File: config.mk
export PLATFORM = sky130hd
export DESIGN_NAME = alu_exec_unit
export DESIGN_NICKNAME = d
export VERILOG_FILES = /design/src/rtl/alu_pkg.sv /design/src/rtl/alu_core.sv /design/src/rtl/alu_exec_unit.sv
export SDC_FILE = /design/constraint.sdc
export NUM_CORES = 1
export LEC_CHECK = 0
export BUFFER_PORTS_ARGS = -buffer_cell sky130_fd_sc_hd__buf_2
export CORE_UTILIZATION = 45
export DETAILED_ROUTE_END_ITERATION = 7
export PLACE_DENSITY = 0.63
export SYNTH_ARGS = -nofsm -noshare
export SYNTH_HDL_FRONTEND = slang
export SYNTH_SLANG_ARGS = --single-unit
File: constraint.sdc
create_clock -name clk -period 5.67 [get_ports clk]
set_input_delay 1.134 -clock clk [delete_from_list [all_inputs] [get_ports clk]]
set_output_delay 1.134 -clock clk [all_outputs]
set_load 0.01 [all_outputs]
File: src/rtl/alu_pkg.sv
`default_nettype none
// ============================================================================
// Module      : alu_pkg
// Description : Op-code and FSM encodings shared by the ALU control decoder
//               and the execute-stage ALU.
// Revision    : 1.0 - initial release
// ============================================================================
package alu_pkg;

    localparam int XLEN_DEF = 32;

    typedef enum logic [3:0] {
        OP_AND   = 4'b0000,
        OP_OR    = 4'b0001,
        OP_ADD   = 4'b0010,
        OP_SLL   = 4'b0011,
        OP_SUB   = 4'b0110,
        OP_PASSB = 4'b1000
    } alu_op_e;

    typedef enum logic [1:0] {
        IDLE  = 2'd0,
        SHIFT = 2'd1,
        DONE  = 2'd2
    } alu_state_e;

endpackage
`default_nettype wire

File: src/rtl/alu_core.sv
`default_nettype none
// ============================================================================
// Module      : alu_core
// Description : Combinational single-cycle ALU datapath. SLL is included only
//               when ALU_BARREL_SHIFT_EN is defined.
// Revision    : 1.0 - initial release
// ============================================================================
module alu_core
    import alu_pkg::*;
#(
    parameter int XLEN = XLEN_DEF
) (
    input  logic [3:0]              operation,
    input  logic [XLEN-1:0]         op_a,
    input  logic [XLEN-1:0]         op_b,
`ifdef ALU_BARREL_SHIFT_EN
    input  logic [$clog2(XLEN)-1:0] shamt,
`endif
    output logic [XLEN-1:0]         result
);

    always_comb begin
        result = '0;
        case (operation)
            OP_AND:   result = op_a & op_b;
            OP_OR:    result = op_a | op_b;
            OP_ADD:   result = op_a + op_b;
            OP_SUB:   result = op_a - op_b;
            OP_PASSB: result = op_b;
`ifdef ALU_BARREL_SHIFT_EN
            OP_SLL:   result = op_a << shamt;
`endif
            // Unrecognised codes are legal and produce zero.
            default:  result = '0;
        endcase
    end

endmodule
`default_nettype wire

File: src/rtl/alu_exec_unit.sv
`default_nettype none
// ============================================================================
// Module      : alu_exec_unit
// Description : Execute-stage ALU with valid/ready handshakes; SLL iterates one
//               bit per cycle unless ALU_BARREL_SHIFT_EN is defined.
// Revision    : 1.0 - initial release
// ============================================================================
module alu_exec_unit
    import alu_pkg::*;
#(
    parameter int XLEN    = XLEN_DEF,
    parameter int SHAMT_W = 5
) (
    input  logic            clk,
    input  logic            rst_n,
    input  logic            flush,
    input  logic            in_valid,
    output logic            in_ready,
    input  logic [3:0]      operation,
    input  logic [XLEN-1:0] op_a,
    input  logic [XLEN-1:0] op_b,
    output logic            out_valid,
    input  logic            out_ready,
    output logic [XLEN-1:0] result,
    output logic            zero
);

    alu_state_e        state_q, state_d;
    logic [XLEN-1:0]   result_q, result_d;
    logic              zero_q, zero_d;
    logic [XLEN-1:0]   core_result;
    logic [SHAMT_W-1:0] shamt;

    assign shamt = op_b[SHAMT_W-1:0];

    alu_core #(.XLEN(XLEN)) u_core (
        .operation (operation),
        .op_a      (op_a),
        .op_b      (op_b),
`ifdef ALU_BARREL_SHIFT_EN
        .shamt     (shamt),
`endif
        .result    (core_result)
    );

`ifndef ALU_BARREL_SHIFT_EN
    logic [XLEN-1:0]    shreg_q, shreg_d;
    logic [SHAMT_W-1:0] count_q, count_d;
`endif

    assign in_ready  = (state_q == IDLE) && !flush;
    assign out_valid = (state_q == DONE);
    assign result    = result_q;
    assign zero      = zero_q;

    always_comb begin
        state_d  = state_q;
        result_d = result_q;
`ifndef ALU_BARREL_SHIFT_EN
        shreg_d  = shreg_q;
        count_d  = count_q;
`endif
        if (flush) begin
            state_d = IDLE;
`ifndef ALU_BARREL_SHIFT_EN
            count_d = '0;
`endif
        end else begin
            case (state_q)
                IDLE: begin
                    if (in_valid) begin
`ifndef ALU_BARREL_SHIFT_EN
                        if (operation == OP_SLL) begin
                            shreg_d = op_a;
                            count_d = shamt;
                            if (shamt == '0) begin
                                result_d = op_a;
                                state_d  = DONE;
                            end else begin
                                state_d  = SHIFT;
                            end
                        end else begin
                            result_d = core_result;
                            state_d  = DONE;
                        end
`else
                        result_d = core_result;
                        state_d  = DONE;
`endif
                    end
                end
`ifndef ALU_BARREL_SHIFT_EN
                SHIFT: begin
                    shreg_d = shreg_q << 1;
                    count_d = count_q - SHAMT_W'(1);
                    // Last step: publish the shifted value in the same cycle.
                    if (count_q == SHAMT_W'(1)) begin
                        result_d = shreg_q << 1;
                        state_d  = DONE;
                    end
                end
`endif
                DONE: begin
                    if (out_ready) begin
                        state_d = IDLE;
                    end
                end
                default: state_d = IDLE;
            endcase
        end
        zero_d = (result_d == '0);
    end

    always_ff @(posedge clk or negedge rst_n) begin
        if (!rst_n) begin
            state_q  <= IDLE;
            result_q <= '0;
            zero_q   <= 1'b1;
        end else begin
            state_q  <= state_d;
            result_q <= result_d;
            zero_q   <= zero_d;
        end
    end

`ifndef ALU_BARREL_SHIFT_EN
    always_ff @(posedge clk or negedge rst_n) begin
        if (!rst_n) begin
            shreg_q <= '0;
            count_q <= '0;
        end else begin
            shreg_q <= shreg_d;
            count_q <= count_d;
        end
    end
`endif

endmodule
`default_nettype wire

== After elaboration in Yosys (flattened, before gate mapping) ==
Cells that the tools add are included.

* Bits in registers: 71
* Input port bits: 73
* Output and inout port bits: 35
* Logic and storage cells: 57

* Add/subtract/negate cells: 3
* Equality and inequality tests: 14
* Mux-type cells: 21
* Bitwise operators: 3
* Reductions and logical operators: 11

{| class="wikitable"
|+ Operators with widths
! cell !! count
|-
| $mux 32 || 5
|-
| $pmux 32 s5 || 1
|-
| $pmux 32 s2 || 1
|-
| $mux 31 || 2
|-
| $pmux 31 s2 || 1
|-
| $add 32x32->32 || 1
|-
| $and 32x32->32 || 1
|-
| $logic_not 32->1 || 1
|-
| $or 32x32->32 || 1
|-
| $sub 32x32->32 || 1
|-
| $mux 5 || 3
|-
| $mux 2 || 6
|-
| $pmux 5 s2 || 1
|-
| $eq 4x2->1 const B || 2
|-
| $ne 3x2->1 const B || 2
|-
| $ne 3x3->1 const B || 2
|-
| $pmux 2 s3 || 1
|-
| $reduce_and 3->1 || 2
|-
| $eq 5x1->1 const B || 1
|-
| $logic_not 5->1 || 1
|-
| $sub 5x1->5 const B || 1
|-
| $eq 4x1->1 const B || 1
|-
| $eq 4x3->1 const B || 1
|-
| $eq 4x4->1 const B || 1
|-
| 12 further kinds || 12
|}

== Logic depth before layout (Yosys ltp) ==
* Depth in word-level cells: 7
* Mapped depth: 23
* Gate-level depth less buffers: 22

== Modules after synthesis ==
From an unflattened synthesis, not the netlist that was laid out.

* Cell total of the unflattened synthesis: 935
* Area total of the unflattened synthesis: 7325.8 µm²

{| class="wikitable"
|+ Modules (own cells, without submodules)
! module !! instances !! cells an instance !! area an instance (µm²) !! seq. area each (µm²)
|-
| alu_exec_unit || 1 || 460 || 4051.4 || 1778.0
|-
| alu_core || 1 || 475 || 3274.4 || 0.0
|}

== Worst setup path after synthesis ==
Ideal clock, no wire load.

* Path kind: input-to-reg
* Start: input op_b[14]
* End: register zero_q, in the netlist zero
* Setup time: 0.090 ns
* Arrival time: 5.678 ns
* Data required time: 5.580 ns
* Slack: -0.098 ns
* Cell stages on the path: 19
* Buffers on the path: 1
* Path through: or4_1 or2_2 or3_1 or2_2 o41ai_1 xor2_1 ha_1 buf_2 nand2_1 nor2_1 nand2_1 o2111ai_1 nor4bb_1 nor3_1 a2111oi_2 or4b_1 nor4_1 nand4bb_1 nor4_2

* Longest elaborated chain between the ends: 7
* Elaborated cells between the ends (all ways): 10
* Classes of those cells: add/sub (2); mux (5); bitwise (2); reduce/logical (1)

{| class="wikitable"
|+ RTL lines
! what !! line !! RTL
|-
| start: declaration || alu_exec_unit.sv:21 || <nowiki>input logic [XLEN-1:0] op_b,</nowiki>
|-
| $sub 32x32->32 / $add 32x32->32 (equally long branches) || alu_core.sv:28, alu_core.sv:27 ||
|-
| $pmux 32 s5 * || alu_core.sv:24 || <nowiki>case (operation)</nowiki>
|-
| $mux 32 * || alu_exec_unit.sv:73 || <nowiki>if (operation == OP_SLL) begin</nowiki>
|-
| $mux 32 * || alu_exec_unit.sv:71 || <nowiki>if (in_valid) begin</nowiki>
|-
| $pmux 32 s2 * || alu_exec_unit.sv:69 || <nowiki>case (state_q)</nowiki>
|-
| $mux 32 * || alu_exec_unit.sv:63 || <nowiki>if (flush) begin</nowiki>
|-
| named net result_d[26] || alu_exec_unit.sv:29 || <nowiki>logic [XLEN-1:0] result_q, result_d;</nowiki>
|-
| $logic_not 32->1 * || alu_exec_unit.sv:111 || <nowiki>zero_d = (result_d == '0);</nowiki>
|-
| named net zero_d || alu_exec_unit.sv:30 || <nowiki>logic zero_q, zero_d;</nowiki>
|-
| end signal: assignment || alu_exec_unit.sv:122 || <nowiki>zero_q <= zero_d;</nowiki>
|-
| end: declaration || alu_exec_unit.sv:30 ||
|}

The timed path passes the listed nets; every way through them passes the cells marked *.
A chain may end at the register's enable or synchronous reset.

== Worst setup path after layout ==
Same ends and word-level chain as after synthesis.

==> summary.md <==
| Metric | Value |
|---|---|
| Setup WS post-layout | 0.177 ns |
| Reg clk slew, reported paths | 0.07 ns |
| Most common cell after layout, fill and taps aside | nand2_1 |
| Rel. slew slack | 36.5% |
| Post-Synth Simple-Gate Area | 21.9% |
| Yosys cell types | 82 |
| Antenna viol nets, final | 0 |
| Synthesized cell area | 7480 µm² |
| Hold_ws | 0.550 ns |
| Sw Pwr | 0.000909 W |
| R2R cell count | 13 |
| R2r endpoint | zero$_DFF_PN1_ |
| Synth Area in Adders | 6.45% |
| Pwr Density | 237 nW/µm² |
| Worst hold start | shreg_q[0]$_DFFE_PN0P_ |
| Final Max Slew Viols | 0 |
| H-tree depth | 3 |
| Most frequent cells in the layout | nand2_1, buf_4, buf_2 |
| Clock sinks | 71 |
| Met3 wire len | 3820 µm |
| Drt total wl | 31,000 µm |
| Residual DRC count | 0 |
| Post-synthesis sequential area ratio | 23.8% |
| Clock root buffer master | clkbuf_16 |
| Sw Share | 40.5% |
| Combinational Power Share | 42.4% |
| HPWL after DPL | 24,100 µm |
| Setup Skew | 0.0106 ns |
| Avg Synthesized Cell Area | 7.43 µm² |
| Internal power | 0.00133 W |
| Number of flops mapped to enable cells by yosys | 0 |
| Met1 wire length | 13,900 µm |
| Largest family of logic cells by synthesized area | compound AO/OA/AOI/OAI gates |
| Setup Crit Path Kind | primary input to flop |
| Fmax | 182 MHz |
| Crit share post-route | 96.9% |
| Skew-Pair Late Insertion Delay | 0.35 ns |
| Syn_nets | 1,118 |
| TritonCTS buffer count | 9 |
| Pre-CTS setup slack | -0.411 ns |
| Synth Area in Compound Gates | 33.7% |
| Largest net degree at the start of global routing | 72 |
| Async set-or-reset flop fraction in the synthesized netlist | 100% |
| Number of synthesized register bits | 71 |
| Mux contribution to synthesized area | 3.91% |
| Flop pwr share | 33.8% |
| Hold path cells | 2 |
| Setup violators final | 0 |
| Top sig layer | met4 |
| Worst EP required | 5.93 ns |
| Number of DRC markers in iteration 0 | 1,148 |
| Mean routed wirelength per cell | 22.0 µm |
| Worst Hold Class | flop to flop |
| Total power | 0.00224 W |
| Synth-to-layout area growth | 26.6% |
| Worst setup EP type | flop |
| Worst Path Arrival | 5.76 ns |
| Layout cell share with drive strength beyond 1 | 26.4% |
| N_diodes | 0 |
| # IOs | 108 |
| # fillers | 1,530 |
| DIE HEIGHT | 131 µm |
| Post-synthesis cell count | 1,007 |
| Vias in the first global route | 7,801 |
| Endpoint, Worst Hold | shreg_q[1]$_DFFE_PN0P_ |
| XOR/XNOR Fraction of Synth Area | 5.73% |
| Die width | 131 µm |
| Site Rows | 46 |
| Crit path time final | 5.49 ns |
| Worst-Margin Slew | 0.952 ns |
| Core Footprint | 16,100 µm² |
| Maximum capacitance violations | 0 |
| GRT Total Usage | 36.6% |
| GRT overflow | 0 |
| Leak | 4.12 nW |
| Vias per cell | 6.29 |
| Maximum vdd ir drop | 0.153 mV |
| Final Hold Viols | 0 |
| Flop2flop setup slack | 1.61 ns |
| DIE AREA | 17,200 µm² |
| Detailed-route via count | 8,882 |
| Wire length on met2 | 12,300 µm |
| Critical path launch point type | primary input |
| Initial antenna violation count | 0 |
| Clock Tree Buf Depth | 2 |
| Post-synth top flop | dfrtp_1 |
| I/O Buffers | 107 |
| Clock Power Share | 23.9% |
| Yosys warning total | 0 |
| Run status | finished clean |
| Initial cell density of the core | 46.6% |
| Gpl congestion | 1.01 |
| Reg2Reg Launch Point | count_q[0]$_DFFE_PN0P_ |
| Global-route wire length before repair | 46,200 µm |
| CTS Hold Bufs | 0 |
| Fin nets | 1,301 |
| CTS tree | done |
| Crit-path max FO | 5 |
| Detailed Routing Iterations Pass 1 | 7 |
## sequential cells by signal (all words and copies together), names as in the netlist
register  flops
count_q       5
shreg_q      31
zero          1
state_q       2
result       32
## metal layers
layer	vias up	GRT usage, %
li1	4130	-
met1	4133	54.7
met2	550	50.2
met3	69	8.59
met4	0	13.7
met5	-	0
## synthesized netlist by cell type (all sizes together), types with 20 or more instances
cell	instances	area [µm²]
mux2i	27	270
nand2	133	499
inv	24	90.1
nor2	108	408
buf	20	96.3
a21oi	87	439
clkbuf	40	150
dfrtp	70	1750
ha	37	463
o211ai	20	155
o21ai	107	539
xnor2	28	245
xor2	21	184
a31oi	39	244
## metrics by stage
stage                     cell area [µm²]  utilization (%)  instances  setup TNS, ns
final                                9470             59.0       1411              0
after global routing                 9470             59.0       1411        -0.0122
after floorplan                      7500                -       1007              0
after CTS                            9280             57.8       1407              0
after global placement               8970             55.9       1390         -0.260
after detailed placement             8970             55.9       1390         -0.411
## worst max-delay path by stage
stage / from / to / slack [ns] / depth (start not counted)
2_1_floorplan: op_b[14] / zero$_DFF_PN1_ / 0.03 / 19
5_1_grt: op_b[2] / zero$_DFF_PN1_ / -0.01 / 21
3_5_place_dp: op_b[14] / zero$_DFF_PN1_ / -0.41 / 20
4_1_cts: op_b[14] / zero$_DFF_PN1_ / 0.01 / 20
3_3_place_gp: op_b[14] / zero$_DFF_PN1_ / -0.26 / 19
6_report: op_b[14] / zero$_DFF_PN1_ / 0.18 / 19
## repair_timing
item / 4_1_cts / 5_1_grt
setup endpoints to repair: 1 / 1
gates cloned: 0 / 0
pin swaps: 2 / 18
buffers inserted: 1 / 4
gates resized for setup: 4 / 37
## kinds of logic (layout without fill, tap and decap cells)
kind of cell / Yosys count / in the layout
AO/OA/AOI/OAI: 388 / 388
XOR/XNOR: 49 / 49
adder cells (fa/ha/maj): 38 / 38
buffers and inverters: 84 / 272
flip-flops: 71 / 71
multiplexers: 29 / 29
AND/OR/NAND/NOR: 348 / 348
## power by group through the flow
stage | logic [W] | clock network (W) | registers [W]
6_report | 0.000950 | 0.000535 | 0.000757
5_1_grt | 0.00103 | 0.000555 | 0.000765
4_1_cts | 0.000897 | 0.000536 | 0.000748
3_5_place_dp | 0.000890 | 0 | 0.000754
3_3_place_gp | 0.000885 | 0 | 0.000752
2_1_floorplan | 0.000515 | 0 | 0.000717
## layout make-up
| class | count | area [µm²] | area share, % |
|---|---|---|---|
| inverters | 24 | 90.1 | 0.951 |
| repair buffers | 232 | 1480 | 15.6 |
| clock inverters | 6 | 36.3 | 0.383 |
| well taps | 216 | 270 | 2.85 |
| flip-flops and latches | 71 | 1780 | 18.8 |
| clock buffers | 10 | 239 | 2.52 |
| multi-input cells | 852 | 5580 | 58.9 |
## critical path, stage by stage
cell and delay (ns):
buf_2 0.10, or4_4 0.53, or2_4 0.24, or3_4 0.33
or2_4 0.26, o41ai_2 0.30, xor2_1 0.20, ha_2 0.33
nand4_1 0.12, nor4_2 0.06, a32oi_2 0.21, o2111ai_2 0.19
a211oi_2 0.27, nor3_2 0.09, a2111oi_2 0.33, or4b_4 0.53
nor4_4 0.16, nand4bb_1 0.15, nor4_2 0.23
Note: power is estimated with default switching activity, not from simulation.
